## src/rtl/eb_pkg.sv

```systemverilog
// Shared types and helpers for the eb_* elastic-buffer family.
package eb_pkg;

    localparam int EB_MAX_CWIDTH = 16;

    // Occupancy width for a buffer of `depth` entries (0..depth inclusive).
    function automatic int eb_cwidth(input int depth);
        return $clog2(depth + 1);
    endfunction

    // Wrap increment by explicit compare, so any depth works, not only powers of two.
    function automatic int ptr_next(input int ptr, input int depth);
        return (ptr == depth - 1) ? 0 : ptr + 1;
    endfunction

    typedef struct packed {
        logic [EB_MAX_CWIDTH-1:0] count;
        logic                     almost_full;
        logic                     almost_empty;
    } eb_status_t;

endpackage

```

## src/rtl/eb_fifo_ptr.sv

```systemverilog
// Wrap-around pointer for an eb FIFO: counts 0..DEPTH-1, clear has priority over increment.
module eb_fifo_ptr
    import eb_pkg::*;
#(
    parameter int DEPTH = 16,
    localparam int PW   = $clog2(DEPTH)
) (
    input  logic          clk,
    input  logic          reset_n,
    input  logic          clr,
    input  logic          inc,
    output logic [PW-1:0] ptr
);

    logic [PW-1:0] ptr_q;
    logic [PW-1:0] ptr_d;

    always_comb begin
        ptr_d = ptr_q;
        if (clr) begin
            ptr_d = '0;
        end else if (inc) begin
            ptr_d = PW'(ptr_next(int'(ptr_q), DEPTH));
        end
    end

    always_ff @(posedge clk or negedge reset_n) begin
        if (!reset_n) begin
            ptr_q <= '0;
        end else begin
            ptr_q <= ptr_d;
        end
    end

    assign ptr = ptr_q;

endmodule

```

## src/rtl/eb_fifo_flex.sv

```systemverilog
// Valid/ready FWFT FIFO of arbitrary depth with occupancy, programmable
// almost-full/almost-empty flags and a synchronous flush.
module eb_fifo_flex
    import eb_pkg::*;
#(
    parameter int DWIDTH = 32,
    parameter int DEPTH  = 16,
    parameter int CWIDTH = eb_cwidth(DEPTH)
) (
    input  logic              clk,
    input  logic              reset_n,
    input  logic              flush,
    input  logic [DWIDTH-1:0] t_data,
    input  logic              t_valid,
    output logic              t_ready,
    output logic [DWIDTH-1:0] i_data,
    output logic              i_valid,
    input  logic              i_ready,
    input  logic [CWIDTH-1:0] af_thresh,
    input  logic [CWIDTH-1:0] ae_thresh,
    output logic [CWIDTH-1:0] count,
    output logic              almost_full,
    output logic              almost_empty
);

    localparam int PW = $clog2(DEPTH);
    localparam logic [CWIDTH-1:0] FULL_CNT = CWIDTH'(DEPTH);

    logic [DWIDTH-1:0] mem_q [DEPTH];
    logic [CWIDTH-1:0] count_q;
    logic [CWIDTH-1:0] count_d;
    logic [PW-1:0]     wr_ptr;
    logic [PW-1:0]     rd_ptr;
    logic              push;
    logic              pop;

    // Ready/valid derive only from registered count plus flush: no i_ready -> t_ready path.
    assign t_ready = (count_q != FULL_CNT) & ~flush;
    assign i_valid = (count_q != '0) & ~flush;
    assign push    = t_valid & t_ready;
    assign pop     = i_valid & i_ready;

    eb_fifo_ptr #(.DEPTH(DEPTH)) u_wr_ptr (
        .clk     (clk),
        .reset_n (reset_n),
        .clr     (flush),
        .inc     (push),
        .ptr     (wr_ptr)
    );

    eb_fifo_ptr #(.DEPTH(DEPTH)) u_rd_ptr (
        .clk     (clk),
        .reset_n (reset_n),
        .clr     (flush),
        .inc     (pop),
        .ptr     (rd_ptr)
    );

    // Storage carries no reset so it maps onto plain RAM.
    always_ff @(posedge clk) begin
        if (push) begin
            mem_q[wr_ptr] <= t_data;
        end
    end

    assign i_data = mem_q[rd_ptr];

    always_comb begin
        count_d = count_q;
        if (flush) begin
            count_d = '0;
        end else if (push && !pop) begin
            count_d = count_q + 1'b1;
        end else if (pop && !push) begin
            count_d = count_q - 1'b1;
        end
    end

    always_ff @(posedge clk or negedge reset_n) begin
        if (!reset_n) begin
            count_q <= '0;
        end else begin
            count_q <= count_d;
        end
    end

    assign count        = count_q;
    assign almost_full  = (count_q >= af_thresh);
    assign almost_empty = (count_q <= ae_thresh);

endmodule

```

## config.mk

```make
export PLATFORM = sky130hd
export DESIGN_NAME = eb_fifo_flex
export DESIGN_NICKNAME = d
export VERILOG_FILES = /design/src/rtl/eb_pkg.sv /design/src/rtl/eb_fifo_ptr.sv /design/src/rtl/eb_fifo_flex.sv
export SDC_FILE = /design/constraint.sdc
export NUM_CORES = 1
export LEC_CHECK = 0
export CAP_MARGIN = 0
export CORE_MARGIN = 4
export CORE_UTILIZATION = 55
export CTS_CLUSTER_SIZE = 14
export DETAILED_ROUTE_END_ITERATION = 10
export PLACE_DENSITY = 0.71
export SLEW_MARGIN = 20
export SYNTH_ARGS = -nofsm -noshare
export SYNTH_HDL_FRONTEND = slang
export SYNTH_HIERARCHICAL = 1
export SYNTH_SLANG_ARGS = --single-unit
```

## constraint.sdc

```tcl
create_clock -name clk -period 4.55 [get_ports clk]
set_input_delay 0.91 -clock clk [delete_from_list [all_inputs] [get_ports clk]]
set_output_delay 0.91 -clock clk [all_outputs]
set_load 0.05 [all_outputs]
```

==> results.tsv <==
metric	value	unit
run status	complete, no violations	
antenna cells	0	
P_leak	7.355	nW
Slew HR	54.55	%
maxcap violations	0	
clock skew	0.01741	ns
first-pass GRT wire length	62470	um
Synth Instances	847	
CTS root buf	clkbuf_16	
post_cts resized	0	
Chip Width	200.2	um
Mapped Avg Cell Area	24.00	um2
row count	70	
RSZ-0062 raised after global routing	false	
Final #Nets	1052	
worst-path cell chain	buf_12 -> mux4_2 -> mux4_2 -> clkdlybuf4s50_1	
grt ovf	0	
Crit. End Element	output pin	
Placement Cell Area	22180	um2
Setup-failing EPs final	0	
Final Worst Setup Slack	0.2258	ns
number of port buffers	87	
cts hold-fix bufs	0	
sequential fraction of the synthesis area	77.24	%
share of post-route cells with drive strength above 1	29.18	%
number of vias per cell	6.174	
Post-CTS Setup Bufs	0	
maximum vdd drop	0.3554	mV
TritonCTS clock tree	built	
H-tree depth	2	
setup TNS	0	ns
most area-consuming cells after synthesis	edfxtp_1, mux4_2, dfrtp_1	
Register Area	15710	um2
area occupied by multi-input gates	4568	um2
fmax	0.2313	GHz
min-delay worst type	reg -> reg	
core area	36520	um2
Ys Warns	6	
leading area contributor after synthesis	edfxtp_1	
Post-synth ARST share	2.476	%
Tmin final	4.324	ns
CP most frequent cell	mux4_2	
Final Cell Area	23800	um2
Yosys cell types	39	
Worst Path Required	3.64	ns
post-route antenna net violation count	0	
drt wl/cell	27.35	um
Buf/Inv on CP	2	
max incr delay on CP	0.79	ns
clock tree sinks	525	
Max clock buf depth	3	
Worst-path clk slew	0.06	ns
max-slew violations	0	
cell family with most CP delay	buffers and inverters	
vias in the first global route	9764	
Detailed Route Iter0 Violations	771	
clk_lat worst skew	0.59	ns
Crit path arrival time	3.41	ns
final cycle utilization of the critical path	95.04	%
number of flops mapped to enable cells by yosys	512	
Place WS	0.7395	ns
final hold viol count	0	
vias	9237	
io pins	88	
CP Max Fanout	42	
largest net degree at the start of global routing	54	
initial core utilization	55.66	%
Synth Register Bits	525	
Die Y	200.2	um
worst-margin pin slew	0.6817	ns
antenna violations before repair	1	
dpl hpwl	21860	um
total CTS buffers	50	
Detailed Routing Iterations Pass 1	5	
PwrDens	465.4	nW/um2
share of the synthesized area in the top cell type	75.64	%
Final Wtd Congestion	0.7428	
Post-Route WL	40920	um
post-synthesis instance area	20330	um2
Mapped Nets	911	
slowest CP cell	clkdlybuf4s50_1	
Layout fillers	2311	
critical path class	reg -> out	
Tot Pwr	11.07	mW
Syn-to-layout area delta	17.07	%
All-Layer GR Usage	20.88	%
Post-synth top flop	edfxtp_1	
die area	40100	um2
crit path launch type	flip-flop	
drc violations	0	
==> cells in the mapped netlist (all sizes together), types with 3 or more instances <==
| library cell | number |
|---|---|
| ha | 16 |
| nor2 | 20 |
| mux2i | 9 |
| nand3 | 5 |
| nor3 | 5 |
| edfxtp | 512 |
| nand2b | 5 |
| clkbuf | 19 |
| inv | 10 |
| buf | 17 |
| mux4 | 160 |
| dfrtp | 13 |
| nand2 | 12 |
| a31oi | 3 |
| o21a | 3 |
| o21ai | 4 |
| a21oi | 10 |
==> metrics by stage <==
| stage | std cells | hold WS (ns) | utilization [%] |
|---|---|---|---|
| after global routing | 1496 | 0.7287 | 65.16 |
| after detailed placement | 1404 | 0.6690 | 60.73 |
| after floorplan | 847 | 0.5417 | - |
| after global placement | 1404 | 0.6425 | 60.73 |
| after CTS | 1496 | 0.6856 | 65.16 |
| final | 1496 | 0.6945 | 65.16 |
==> layout by cell type (no fill, tap or decap), types with 3 or more instances in the layout <==
cell type          n
nor2_4            12
clkbuf_1           7
inv_1             10
nor3_4             4
nand3_1            5
o21a_1             3
nor2_1             8
a21oi_1           10
buf_12            10
mux4_2           160
bufinv_16          5
o21ai_0            4
dfrtp_1            9
nand2_1           11
edfxtp_1         512
mux2i_1            8
clkbuf_16         51
buf_4             29
clkdlybuf4s50_1   86
ha_1              16
clkinv_1          10
clkinv_2          14
nand2b_1           5
a31oi_1            3
==> final cells by class <==
| type | count | area share (%) |
|---|---|---|
| multi-input combinational | 276 | 19.20 |
| clock inverter | 34 | 1.320 |
| clock buffer | 58 | 5.473 |
| timing repair buffer | 125 | 5.374 |
| inverter | 10 | 0.1577 |
| sequential | 525 | 66.02 |
| tap | 468 | 2.461 |
==> where the power goes <==
part	switching [mW]	total, mW	leakage, nW	internal (mW)
clock	1.73	4.06	0.796	2.34
sequential	0.0794	5.45	4.78	5.37
combinational	0.844	1.56	1.78	0.714
==> registers in the layout, summed over array words and instances (netlist names) <==
signal        flops
u_wr_ptr/ptr      4
u_rd_ptr/ptr      4
mem_q           512
count             5
==> worst paths after layout <==
kind                                        startpoint                     endpoint  cells past startpoint  slack, ns
setup / recovery           u_rd_ptr/ptr[0]$_DFFE_PN0P_                    i_data[5]                      4       0.23
max in group asynchronous                      reset_n  u_rd_ptr/ptr[0]$_DFFE_PN0P_                      1       3.36
hold reg to reg                   count[0]$_DFFE_PN0P_         count[0]$_DFFE_PN0P_                      1       0.69
hold / removal                    count[0]$_DFFE_PN0P_         count[0]$_DFFE_PN0P_                      1       0.69
setup reg to reg                  count[1]$_DFFE_PN0P_         count[4]$_DFFE_PN0P_                     10       1.46
min in group asynchronous                      reset_n         count[3]$_DFFE_PN0P_                      1       0.72
==> cells by family (layout without fill, tap and decap cells) <==
| family | Yosys count | after routing | synth area share [%] |
|---|---|---|---|
| AND/OR/NAND/NOR | 61 | 61 | 1.539 |
| multiplexers | 170 | 170 | 18.26 |
| buffers and inverters | 46 | 227 | 0.9541 |
| AO/OA/AOI/OAI | 24 | 24 | 0.7510 |
| XOR/XNOR | 4 | 4 | 0.1724 |
| flip-flops | 525 | 525 | 77.24 |
| adder cells (fa/ha/maj) | 17 | 17 | 1.083 |
==> metal layers <==
metal / wire (um) / global-route usage (%)
met2: 20630 / 34.28
met3: 2716 / 4.258
met5: 20 / 0
met4: 846 / 5.139
met1: 16700 / 29.65
Note: power is estimated with default switching activity, not from simulation.
